==> config.mk <==
export PLATFORM = sky130hd
export DESIGN_NAME = led_seq_ctrl
export DESIGN_NICKNAME = d
export VERILOG_FILES = /design/src/rtl/led_seq_ctrl.sv
export SDC_FILE = /design/constraint.sdc
export NUM_CORES = 1
export LEC_CHECK = 0
export CAP_MARGIN = 20
export CORE_MARGIN = 10
export CORE_UTILIZATION = 52
export DETAILED_ROUTE_END_ITERATION = 6
export GPL_ROUTABILITY_DRIVEN = 0
export PLACE_DENSITY = 0.75
export RECOVER_POWER = 50
export SLEW_MARGIN = 40
export SYNTH_ARGS = -nofsm -noshare
export SYNTH_HDL_FRONTEND = slang
export SYNTH_SLANG_ARGS = --single-unit
==> constraint.sdc <==
create_clock -name clk -period 2.1 [get_ports clk]
set_input_delay 0.63 -clock clk [delete_from_list [all_inputs] [get_ports clk]]
set_output_delay 0.63 -clock clk [all_outputs]
set_load 0.02 [all_outputs]
==> src/rtl/led_seq_ctrl.sv <==
`default_nettype none
// ============================================================================
//  Module   : led_seq_ctrl
//  Brief    : Command-driven LED pattern sequencer (COUNT / SHIFT / DIFF)
//             with a one-entry pending command slot and tick prescaler.
//  Revision : 1.0
// ============================================================================
module led_seq_ctrl #(
  parameter int LOG2DELAY = 25,
  parameter int NLED      = 4
) (
  input  logic            clk,
  input  logic            rst_n,
  input  logic            cmd_valid,
  output logic            cmd_ready,
  input  logic [1:0]      cmd_mode,
  input  logic [7:0]      cmd_steps,
  output logic [NLED-1:0] led,
  output logic            diff_i,
  output logic            diff_t,
  output logic            busy,
  output logic            done
);

  // State codes equal the command mode codes, so STOP maps directly onto IDLE.
  localparam logic [1:0] S_IDLE  = 2'b00;
  localparam logic [1:0] S_COUNT = 2'b01;
  localparam logic [1:0] S_SHIFT = 2'b10;
  localparam logic [1:0] S_DIFF  = 2'b11;

  localparam logic [NLED-1:0] SHIFT_SEED = {{(NLED-1){1'b0}}, 1'b1};

  logic [1:0]           state_q,  state_d;
  logic [LOG2DELAY-1:0] presc_q,  presc_d;
  logic [7:0]           steps_q,  steps_d;
  logic                 ready_q,  ready_d;
  logic [1:0]           pmode_q,  pmode_d;
  logic [7:0]           psteps_q, psteps_d;
  logic [NLED-1:0]      led_q,    led_d;
  logic                 diff_i_q, diff_i_d;
  logic                 diff_t_q, diff_t_d;
  logic                 busy_q,   busy_d;
  logic                 done_q,   done_d;

  logic tick;
  logic accept;
  logic apply;
  logic complete;
  logic advance;

  always_ff @(posedge clk) begin
    if (!rst_n) begin
      state_q  <= S_IDLE;
      presc_q  <= '0;
      steps_q  <= '0;
      ready_q  <= 1'b1;
      pmode_q  <= '0;
      psteps_q <= '0;
      led_q    <= '0;
      diff_i_q <= 1'b0;
      diff_t_q <= 1'b1;
      busy_q   <= 1'b0;
      done_q   <= 1'b0;
    end else begin
      state_q  <= state_d;
      presc_q  <= presc_d;
      steps_q  <= steps_d;
      ready_q  <= ready_d;
      pmode_q  <= pmode_d;
      psteps_q <= psteps_d;
      led_q    <= led_d;
      diff_i_q <= diff_i_d;
      diff_t_q <= diff_t_d;
      busy_q   <= busy_d;
      done_q   <= done_d;
    end
  end

  // A pending command is only visible once latched, so a tick on the accept
  // edge itself can never apply it.
  always_comb begin
    tick     = (state_q != S_IDLE) && (presc_q == '1);
    accept   = cmd_valid && ready_q;
    apply    = !ready_q && ((state_q == S_IDLE) || tick);
    complete = !apply && tick && (steps_q == 8'd1);
    advance  = !apply && tick && !complete;

    state_d  = state_q;
    presc_d  = presc_q;
    steps_d  = steps_q;
    ready_d  = ready_q;
    pmode_d  = pmode_q;
    psteps_d = psteps_q;

    if (apply) begin
      ready_d = 1'b1;
    end else if (accept) begin
      ready_d  = 1'b0;
      pmode_d  = cmd_mode;
      psteps_d = cmd_steps;
    end

    if (apply) begin
      state_d = pmode_q;
      presc_d = '0;
      steps_d = psteps_q;
    end else begin
      if (state_q != S_IDLE) begin
        presc_d = presc_q + 1'b1;
      end
      if (complete) begin
        state_d = S_IDLE;
        steps_d = '0;
      end else if (advance && (steps_q != 8'd0)) begin
        steps_d = steps_q - 8'd1;
      end
    end
  end

  always_comb begin
    led_d    = led_q;
    diff_i_d = diff_i_q;

    if (apply) begin
      led_d    = (pmode_q == S_SHIFT) ? SHIFT_SEED : '0;
      diff_i_d = 1'b0;
    end else if (complete) begin
      led_d    = '0;
      diff_i_d = 1'b0;
    end else if (advance) begin
      case (state_q)
        S_COUNT: led_d    = led_q + 1'b1;
        S_SHIFT: led_d    = {led_q[NLED-2:0], led_q[NLED-1]};
        S_DIFF:  diff_i_d = ~diff_i_q;
        default: led_d    = led_q;
      endcase
    end

    diff_t_d = (state_d != S_DIFF);
    busy_d   = (state_d != S_IDLE);
    done_d   = complete;
  end

  assign cmd_ready = ready_q;
  assign led       = led_q;
  assign diff_i    = diff_i_q;
  assign diff_t    = diff_t_q;
  assign busy      = busy_q;
  assign done      = done_q;

endmodule
`default_nettype wire
### Word-level counts from Yosys, hierarchy flattened

Cells that the tools add are included.

| storage, ports and cells | value |
|---|---|
| output and inout port bits | 9 |
| flip-flop bits (word level) | 54 |

| operators by class | value |
|---|---|
| reductions and logical operators | 23 |
| muxes and demuxes | 10 |
| $add $sub $neg | 3 |
| bitwise operators | 3 |
| equality and inequality tests | 7 |

Operator list:

| cell | count |
|---|---|
| $add 25x1->25 const B | 1 |
| $eq 25x25->1 const B | 1 |
| $mux 8 | 3 |
| $mux 4 | 3 |
| $eq 8x1->1 const B | 1 |
| $pmux 4 s2 | 1 |
| $reduce_bool 8->1 | 1 |
| $sub 8x1->8 const B | 1 |
| $logic_and 1x1->1 | 7 |
| $eq 2x2->1 const B | 3 |
| $reduce_and 2->1 | 3 |
| $reduce_bool 3->1 | 2 |
| $add 4x1->4 const B | 1 |
| $mux 2 | 2 |
| $reduce_bool 2->1 | 2 |
| $reduce_bool 4->1 | 1 |
| $logic_not 1->1 | 3 |
| $not 1->1 | 3 |
| $reduce_or 3->1 | 1 |
| $eq 2x1->1 const B | 1 |
| $logic_not 2->1 | 1 |
| $ne 2x2->1 const B | 1 |
| $reduce_or 2->1 | 1 |
| $logic_or 1x1->1 | 1 |
| $mux 1 | 1 |

### Depth between registers and ports, before layout

Gate-level depths: netlist of the first run.

| logic depth | value |
|---|---|
| depth in word-level cells | 13 |
| gate-level depth with buffers | 8 |
| depth with buffers taken out | 7 |

### Least setup slack after synthesis of the first run

OpenSTA, ideal clock, no wires.

| path | value |
|---|---|
| kind | reg-to-reg |
| start point | register state_q[0] |
| end point | register steps_q[0] |
| required time | 1.984 ns |
| slack | -0.136 ns |
| stages on the path, launching flop included | 8 |
| data arrival time | 2.120 ns |
| setup time | 0.116 ns |
| path through | dfxtp_1 -> inv_1 -> ha_1 -> nand4b_1 -> or4_1 -> nor4_4 -> a21oi_1 -> a31o_2 |

| on the way | value |
|---|---|
| word-level cells in the longest chain between the ends | 11 |
| elaborated cells on any way between the ends | 14 |
| those cells by class | 2 x mux; 12 x reduce/logical |

Ends and longest elaborated chain:

| element | line | source |
|---|---|---|
| start, declared | 33 | `logic [1:0] state_q, state_d;` |
| start signal, assigned | 65 | `state_q <= state_d;` |
| $reduce_bool 2->1 | 82 | `tick = (state_q != S_IDLE) && (presc_q == '1);` |
| $logic_and 1x1->1 | 82 |  |
| $logic_or 1x1->1 | 84 | `apply = !ready_q && ((state_q == S_IDLE) \|\| tick);` |
| $logic_and 1x1->1 | 84 |  |
| $logic_not 1->1 | 85, 86 |  |
| $logic_and 1x1->1 | 85, 86 |  |
| $logic_and 1x1->1 | 85 | `complete = !apply && tick && (steps_q == 8'd1);` |
| $logic_not 1->1 | 86 | `advance = !apply && tick && !complete;` |
| $logic_and 1x1->1 | 86 |  |
| $logic_and 1x1->1 | 114 | `end else if (advance && (steps_q != 8'd0)) begin` |
| $reduce_bool 3->1 (no line) | -- |  |
| end signal, assigned | 67 | `steps_q <= steps_d;` |
| end, declared | 35 | `logic [7:0] steps_q, steps_d;` |

Several ways; a longest one is shown, not always the timed one.
A chain may end at the register's enable or synchronous reset.

### Final worst setup path of the first run

| path | value |
|---|---|
| start point | register led_q[1], in the netlist led[1] |
| end point | output led[1] |

RTL lines:

| element | line | source |
|---|---|---|
| start, declared | 39 | `logic [NLED-1:0] led_q, led_d;` |
| start signal, assigned | 71 | `led_q <= led_d;` |
| end, declared | 18 | `output logic [NLED-1:0] led,` |

No word-level cell between the ends.

==> results of run 1 <==
tightest hold or removal path, stage by stage (launching register included):
cell	delay, ps
dfxtp_1	320
nand2_1	40
a21boi_0	60
worst paths after layout:
| check | slack (ps) | cells past startpoint | to | start |
|---|---|---|---|---|
| worst max-delay path | 80 | 1 | led[1] | led[1]$_SDFFE_PN0P_ |
| worst min-delay path | 470 | 2 | psteps_q[0]$_SDFFE_PN0P_ | psteps_q[0]$_SDFFE_PN0P_ |
| worst max register to register | 90 | 7 | steps_q[0]$_SDFFE_PN0P_ | state_q[1]$_SDFF_PN0_ |
| worst min register to register | 470 | 2 | psteps_q[0]$_SDFFE_PN0P_ | psteps_q[0]$_SDFFE_PN0P_ |
sequential cells by signal, summed over array words and instances (netlist names):
name       cells
psteps_q       8
diff_t         1
diff_i         1
pmode_q        2
busy           1
state_q        2
done           1
presc_q       25
steps_q        8
cmd_ready      1
led            4
final cells by class:
cell class | instances | share of cell area [%]
multi-input combinational | 255 | 49.0
inverter | 12 | 1.31
tap | 70 | 2.55
sequential | 54 | 31.5
clock buffer | 8 | 3.20
timing repair buffer | 50 | 12.4
stage by stage:
| stage | hold slack [ps] | worst slack [ps] | cell area (sq um) |
|---|---|---|---|
| 2_1_floorplan | 439 | -35.7 | 2830 |
| 3_3_place_gp | 453 | 60.2 | 3280 |
| 3_5_place_dp | 456 | 39.9 | 3280 |
| 4_1_cts | 471 | 14.3 | 3390 |
| 5_1_grt | 503 | -40.8 | 3440 |
| 6_report | 467 | 79.8 | 3440 |
repair_timing:
item,CTS,global route
endpoints found under the setup margin,1,18
buffers inserted,0,3
gates cloned,0,0
gates resized for setup,1,10
pin swaps,0,4
synth_stat cells (all sizes together) (6+ instances only):
cell type and instances:
dfxtp 54, nand2 40, nor2 39, xnor2 18
a21oi 14, inv 12, nand3 12, a21boi 11
o21ai 11, nor4 9, nand4 8, nor3 8
clkbuf 7, ha 7, xor2 7, and2 6
buf 6
power breakdown:
part	internal [mW]	switching, mW	total [mW]
Sequential	1.05	0.0295	1.08
Clock	0.333	0.326	0.660
Combinational	0.121	0.150	0.271
routing by layer:
| layer | vias up | share of wire, % |
|---|---|---|
| li1 | 1276 | - |
| met1 | 1200 | 47 |
| met2 | 60 | 47 |
| met3 | 7 | 4.9 |
| met4 | 0 | 0.95 |
| met5 | - | 0 |
logic make-up after synthesis:
| kind of cell | count (synthesis) |
|---|---|
| buffers and inverters | 25 |
| AO/OA/AOI/OAI | 69 |
| multiplexers | 3 |
| adder cells (fa/ha/maj) | 7 |
| AND/OR/NAND/NOR | 151 |
| XOR/XNOR | 25 |
| flip-flops | 54 |
==> reports/metrics.csv, run 1 <==
stage,metric,value,unit
outcome,outcome,finished clean,
floorplanning,std cell rows,26,
clock_tree,root buf cell,clkbuf_8,
yosys,largest family of logic cells by synthesized area,simple AND/OR/NAND/NOR gates,
floorplanning,Initial Util,54.2,%
layout,Register Area,1080,sq um
timing,f_max,0.495,GHz
yosys,Synth top area share,38.5,%
routing,routed wire length,6430,microns
place,hpwl dp,4750,microns
worst_setup_path,WP buf/inv,1,
layout,non-filler instance count after layout,449,
routing,routed vias/inst,5.66,
worst_setup_path,crit end category,output pin,
global_route,met1 GRT Util,19.4,%
worst_setup_path,Worst Path Max Fanout,6,
yosys,Post-Synth Adder-Cell Area,3.12,%
routing,Detail Route Antenna Nets,0,
clock_tree,CTS Buf Count,5,
yosys,Syn Inst Count,334,
place,dpl cells,438,
global_route,GRT Overall Usage,15.3,%
timing,setup TNS,0,ps
yosys,asr flop ratio synth,0,%
power_and_ir_drop,Cell Pwr Density,585,nW/um^2
floorplanning,Die ar.,8730,sq um
routing,DRC viols,0,
yosys,Compound-Gate Fraction of Synth Area,17.0,%
timing,relative slew slack,62.1,%
layout,# nets final,398,
yosys,Synth Register Bits,54,
yosys,syn nets,354,
global_route,met2 Resource Use GR,25.4,%
layout,# diodes,0,
yosys,sequential area share after synthesis,38.5,%
global_route,total gr overflow,0,
place,Port Buf Inserts,21,
yosys,Mean Syn Cell Area,8.40,sq um
worst_setup_path,"slowest stage delay, CP",650,ps
timing,max-slew violation count,0,
clock_tree,latest clock arrival within the worst-skew pair,310,ps
timing,minimum clock period after layout,2020,ps
floorplanning,# IOs,22,
floorplanning,die extent in y,93.4,microns
layout,"commonest non-fill, non-tap cell in the layout",dfxtp_1,
timing,final hold violation count,0,
yosys,Area contributors post-synth,"dfxtp_1 (39%), xnor2_1 (5.6%), nand2_1 (5.4%), nor2_1 (5.2%), ha_1 (3.1%)",
min_path,HP Class,register to register,
clock_tree,Worst-path clk slew,90,ps
global_route,vias in the first global route,2452,
floorplanning,core box area,5170,sq um
yosys,"Cell Area, Synth",2810,sq um
global_route,grt met3 use,3.44,%
layout,layout cells sized above 1,17.4,%
yosys,"EDFF count, synth",0,
global_route,largest net degree at the start of global routing,28,
power_and_ir_drop,Overall Power,2.01,mW
layout,area of the multi-input gates,1690,sq um
timing,"Setup violations, final",0,
yosys,cell taking the most area after synthesis,dfxtp_1,
worst_setup_path,Setup CP Type,register to output pin,
worst_setup_path,Worst EP required,1470,ps
routing,drt pass-1 iters,5,
worst_setup_path,Arrival @ worst endpoint,1390,ps
yosys,Yosys Warn Count,0,
worst_setup_path,cells along the critical path,clkdlybuf4s50_1,
yosys,synth unique cells,52,
power_and_ir_drop,leakage power,1.20,nW
timing,fin crit share,96.2,%
timing,skew final,7.68,ps
global_route,antenna violations before repair,0,
clock_tree,Post-CTS Hold Buffers,0,
yosys,leading register cell type out of synthesis,dfxtp_1,
global_route,GRT busiest layer,met2,
global_route,global-route wire length before repair,11100,microns
layout,fill count,430,
layout,highest-count cells in the layout ignoring fill and taps,"dfxtp_1 (52), nand2_1 (40), nor2_1 (39)",
timing,RSZ-0062 raised after global routing,true,
yosys,simple logic cell fraction of the synthesized area,28.8,%
clock_tree,CTS tree,done,
routing,WL/cell,14.3,microns
layout,Util after Layout,66.5,%
power_and_ir_drop,Peak VDD IR,0.395,mV
yosys,mux cell area share after synthesis,1.07,%
worst_setup_path,CP startpoint kind,register,
worst_setup_path,"delay-heaviest family, CP",buffers and inverters,
yosys,XOR/XNOR Fraction of Synth Area,7.81,%
worst_setup_path,cell with the largest stage delay on the worst path,clkdlybuf4s50_1,
clock_tree,H-tree lvl count,2,
timing,worst-margin pin slew,567,ps
layout,area delta synth->final,22.6,%
routing,DRT iter0 DRCs,145,
clock_tree,CTS sink cnt,54,
floorplanning,chip width,93.4,microns
routing,DR vias,2543,
clock_tree,clk buf depth,2,
flow_run,maxcap violations,0,
No activity file was read; power rests on OpenSTA's default activity.
==> inputs of run 2 (changes only) <==
Settings changed: CORE_UTILIZATION 52 to 44, CTS_CLUSTER_DIAMETER from default to 200, PLACE_DENSITY 0.75 to 0.65.
==> reports/metrics.csv, run 2 (synthesized netlist as in run 1, its figures left out) <==
stage,metric,value,unit
timing,RSZ-0062 raised after global routing,true,
clock_tree,latest clock arrival within the worst-skew pair,310,ps
timing,final hold violation count,0,
clock_tree,CTS Buf Count,5,
routing,WL/cell,14.5,microns
layout,layout cells sized above 1,17.1,%
worst_setup_path,Worst EP required,1470,ps
floorplanning,Die ar.,9970,sq um
place,pre-CTS setup slack,16.5,ps
clock_tree,root buf cell,clkbuf_8,
place,hpwl dp,5020,microns
timing,Hold WS,472,ps
routing,DR vias,2496,
place,Port Buf Inserts,21,
routing,drt pass-1 iters,4,
power_and_ir_drop,Peak VDD IR,0.367,mV
clock_tree,clk buf depth,2,
floorplanning,std cell rows,29,
layout,area delta synth->final,23.3,%
layout,Largest Register,presc_q,
power_and_ir_drop,sequential power share,52.6,%
power_and_ir_drop,combinational share of power,13.9,%
global_route,vias in the first global route,2407,
timing,"Setup violations, final",0,
power_and_ir_drop,switching power,522,uW
layout,"commonest non-fill, non-tap cell in the layout",dfxtp_1,
flow_run,maxcap violations,0,
timing,minimum clock period after layout,2030,ps
worst_setup_path,Reg-to-Reg Start,state_q[1]$_SDFF_PN0_,
timing,f_max,0.493,GHz
timing,relative slew slack,62.3,%
floorplanning,core box area,6280,sq um
timing,fin crit share,96.7,%
power_and_ir_drop,sw frac,25.3,%
layout,# nets final,399,
floorplanning,die extent in y,99.8,microns
worst_setup_path,crit path launch,led[2]$_SDFFE_PN0P_,
worst_setup_path,cells along the critical path,clkdlybuf4s50_1,
layout,max reg flops,25,
timing,setup ws final,69.6,ps
timing,max-slew violation count,0,
power_and_ir_drop,clock power share,33.5,%
outcome,outcome,finished clean,
worst_setup_path,Setup CP Type,register to output pin,
global_route,GRT Overall Usage,13.5,%
worst_setup_path,cell with the largest stage delay on the worst path,clkdlybuf4s50_1,
layout,# diodes,0,
floorplanning,chip width,99.8,microns
global_route,largest net degree at the start of global routing,27,
floorplanning,Initial Util,44.7,%
clock_tree,Worst-path clk slew,100,ps
clock_tree,H-tree lvl count,2,
routing,DRC viols,0,
power_and_ir_drop,leakage power,1.21,nW
worst_setup_path,Arrival @ worst endpoint,1400,ps
layout,post-route design area,3460,sq um
min_path,HP Class,register to register,
timing,setup TNS,0,ps
worst_setup_path,Worst Path Max Fanout,6,
global_route,antenna violations before repair,0,
routing,DRT iter0 DRCs,108,
timing,worst-margin pin slew,565,ps
global_route,total gr overflow,0,
worst_setup_path,crit end category,output pin,
worst_setup_path,WP buf/inv,1,
clock_tree,Post-CTS Hold Buffers,0,
routing,Detail Route Antenna Nets,0,
routing,routed vias/inst,5.46,
timing,skew final,7.66,ps
worst_setup_path,CP startpoint kind,register,
power_and_ir_drop,Internal,1.54,mW
clock_tree,CTS sink cnt,54,
min_path,hold_sp,psteps_q[1]$_SDFFE_PN0P_,
layout,Top Registers,"presc_q x25, psteps_q x8, steps_q x8",
power_and_ir_drop,Cell Pwr Density,595,nW/um^2
clock_tree,CTS tree,done,
worst_setup_path,"delay-heaviest family, CP",buffers and inverters,
worst_setup_path,"slowest stage delay, CP",650,ps
place,Placed Area,3310,sq um
global_route,global-route wire length before repair,11400,microns
layout,highest-count cells in the layout ignoring fill and taps,"dfxtp_1 (52), nand2_1 (40), nor2_1 (39)",
routing,routed wire length,6610,microns
floorplanning,# IOs,22,
run 2: cell count changes in the layout (fill, tap and decap cells not counted), sizes merged:
cell           before  now
buf                28   30
dlygate4sd3         4    3
clkdlybuf4s50      16   17
clkinv              0    2
bufinv              0    1
clkbuf              9    5
run 2: final cells by class:
type                    instances  area [sq um]
clock buffers                   5          68.8
clock inverters                 3          40.0
fillers                       609          2820
inverters                      12          45.0
multi-input cells             255          1680
flip-flops and latches         54          1080
well taps                      77          96.3
repair buffers                 51           447
run 2: through the flow:
stage	power (mW)	util (%)	std cells
final	2.06	55.1	457
after global placement	1.39	52.8	448
after floorplan	1.27	-	334
after detailed placement	1.39	52.8	448
after global routing	2.15	55.1	457
after CTS	2.08	54.5	456
run 2: worst paths after layout:
kind | to | depth (start not counted) | slack, ps
max | led[2] | 1 | 70
min | psteps_q[1]$_SDFFE_PN0P_ | 2 | 470
max reg2reg | diff_i$_SDFFE_PP0P_ | 8 | 80
min reg2reg | psteps_q[1]$_SDFFE_PN0P_ | 2 | 470
run 2: power groups by stage:
| stage | clock, mW | combinational [mW] | sequential (mW) |
|---|---|---|---|
| CTS | 0.715 | 0.286 | 1.08 |
| floorplan | 0 | 0.169 | 1.10 |
| global route | 0.747 | 0.320 | 1.09 |
| detailed placement | 0 | 0.286 | 1.11 |
| finish | 0.691 | 0.286 | 1.08 |
| global placement | 0 | 0.283 | 1.10 |
run 2: metal layers:
metal | part of all wire (%) | GRT usage [%]
met4 | 2.3 | 5.07
met3 | 3.9 | 2.34
met2 | 46 | 22.1
met1 | 47 | 17.3
met5 | 0 | 0
run 2: timing repair:
action	CTS	global route
setup buffers	0	1
gates resized for setup	1	7
pin swaps	0	2
setup endpoints to repair	1	15
==> inputs of run 3 (changes only) <==
==> constraint.sdc (replaced) <==
create_clock -name clk -period 2.1 [get_ports clk]
set_input_delay 0.42 -clock clk [delete_from_list [all_inputs] [get_ports clk]]
set_output_delay 0.42 -clock clk [all_outputs]
set_load 0.02 [all_outputs]
==> reports/metrics.csv, run 3 (synthesized netlist as in run 1, its figures left out) <==
stage,metric,value,unit
worst_setup_path,Setup CP Type,register to register,
routing,Detail Route Antenna Nets,0,
timing,skew final,10.2,ps
layout,"commonest non-fill, non-tap cell in the layout",dfxtp_1,
layout,highest-count cells in the layout ignoring fill and taps,"dfxtp_1 (52), nand2_1 (40), nor2_1 (38)",
worst_setup_path,crit path launch,state_q[0]$_SDFF_PN0_,
power_and_ir_drop,sw frac,25.6,%
min_path,hold_sp,psteps_q[0]$_SDFFE_PN0P_,
clock_tree,CTS tree,done,
layout,Top Registers,"presc_q x25, psteps_q x8, steps_q x8",
outcome,outcome,finished clean,
floorplanning,die extent in y,99.8,microns
clock_tree,H-tree lvl count,2,
clock_tree,Worst-path clk slew,100,ps
timing,RSZ-0062 raised after global routing,true,
global_route,total gr overflow,0,
worst_setup_path,cells along the critical path,"inv_2, ha_4, nand4b_1, or4_4, nor4_4, buf_4, nand4b_1, a21oi_1",
power_and_ir_drop,Peak VDD IR,0.350,mV
worst_setup_path,Reg-to-Reg Start,state_q[0]$_SDFF_PN0_,
place,hpwl dp,4980,microns
flow_run,maxcap violations,0,
timing,minimum clock period after layout,2090,ps
timing,setup TNS,0,ps
global_route,vias in the first global route,2466,
timing,worst-margin pin slew,577,ps
floorplanning,Die ar.,9970,sq um
worst_setup_path,cell with the largest stage delay on the worst path,or4_4,
worst_setup_path,Arrival @ worst endpoint,2340,ps
timing,final hold violation count,0,
power_and_ir_drop,Cell Pwr Density,582,nW/um^2
layout,Util after Layout,55.9,%
timing,relative slew slack,61.5,%
layout,# diodes,0,
floorplanning,# IOs,22,
routing,routed wire length,6810,microns
place,Port Buf Inserts,21,
power_and_ir_drop,leakage power,1.25,nW
clock_tree,CTS sink cnt,54,
min_path,HP Class,register to register,
floorplanning,Initial Util,44.7,%
power_and_ir_drop,Internal,1.52,mW
timing,"Setup violations, final",0,
routing,drt pass-1 iters,4,
clock_tree,latest clock arrival within the worst-skew pair,310,ps
worst_setup_path,cell mode on critical path,nand4b_1,
floorplanning,core box area,6280,sq um
global_route,global-route wire length before repair,11500,microns
power_and_ir_drop,sequential power share,53.0,%
routing,DR vias,2570,
layout,area delta synth->final,25.0,%
layout,layout cells sized above 1,18.1,%
timing,max-slew violation count,0,
routing,WL/cell,14.7,microns
floorplanning,std cell rows,29,
worst_setup_path,"slowest stage delay, CP",530,ps
power_and_ir_drop,Overall Power,2.04,mW
worst_setup_path,Worst Path Max Fanout,6,
power_and_ir_drop,combinational share of power,14.2,%
layout,Largest Register,presc_q,
layout,non-filler instance count after layout,464,
worst_setup_path,CP startpoint kind,register,
worst_setup_path,crit end category,register,
timing,f_max,0.478,GHz
timing,fin crit share,99.5,%
floorplanning,chip width,99.8,microns
routing,routed vias/inst,5.54,
power_and_ir_drop,clock power share,32.8,%
clock_tree,clk buf depth,2,
global_route,largest net degree at the start of global routing,27,
worst_setup_path,Worst EP required,2350,ps
power_and_ir_drop,switching power,524,uW
place,dpl cells,451,
clock_tree,root buf cell,clkbuf_8,
routing,DRT iter0 DRCs,126,
global_route,antenna violations before repair,0,
clock_tree,Post-CTS Hold Buffers,0,
clock_tree,CTS Buf Count,5,
routing,DRC viols,0,
timing,Hold WS,468,ps
layout,# nets final,406,
layout,max reg flops,25,
global_route,GRT Overall Usage,13.7,%
[run 3: changes by cell type in the layout (fill, tap and decap cells not counted), moves of 3 or more]
cell / delta
nor4_1: +3
dlygate4sd3_1: +5
clkdlybuf4s50_1: -4
clkbuf_8: +3
nor4_2: -3
buf_4: +6
[run 3: what timing repair did]
item,CTS,global route
endpoints found under the hold margin,0,0
resized for setup,0,7
setup buffers,0,4
setup endpoints to repair,0,15
[run 3: power groups by stage]
stage                     clock network, mW  registers, mW  logic [mW]
after floorplan                           0           1.10       0.169
after global placement                    0           1.11       0.280
after detailed placement                  0           1.11       0.283
after CTS                             0.694           1.08       0.285
after global routing                  0.719           1.09       0.322
final                                 0.669           1.08       0.291
[run 3: area by class of cell]
cell class / instances / area (sq um)
Fill cell: 582 / 2770
Multi-Input combinational cell: 256 / 1680
Sequential cell: 54 / 1080
Timing Repair Buffer: 57 / 493
Clock buffer: 8 / 110
Tap cell: 77 / 96.3
Inverter: 12 / 45.0
[run 3: final timing paths]
path	depth (start not counted)	endpoint	slack (ps)
worst max-delay path	8	diff_i$_SDFFE_PP0P_	10
worst min-delay path	2	psteps_q[0]$_SDFFE_PN0P_	470
worst max register to register	8	diff_i$_SDFFE_PP0P_	10
worst min register to register	2	psteps_q[0]$_SDFFE_PN0P_	470
[run 3: metal layers]
| metal | share of wire (%) | GRT usage, % | up-vias |
|---|---|---|---|
| li1 | - | - | 1292 |
| met4 | 2.3 | 6.17 | 0 |
| met5 | 0 | 0 | - |
| met2 | 47 | 21.9 | 57 |
| met3 | 4.1 | 2.47 | 16 |
| met1 | 47 | 17.5 | 1205 |
[run 3: stage by stage]
step / worst slack [ps] / instance area, sq um
final: 10.1 / 3510
after global routing: -93.9 / 3510
after detailed placement: 20.7 / 3340
after CTS: 12.1 / 3450
after floorplan: -35.7 / 2830
after global placement: 80.3 / 3340
[run 3: worst max-delay path: cells and delay by family (launching register included)]
kind	cells	cell delay (ps)
fa+ha+maj	1	180
flops	1	340
simple gates	4	1150
compound gates	1	140
buf+inv	2	230
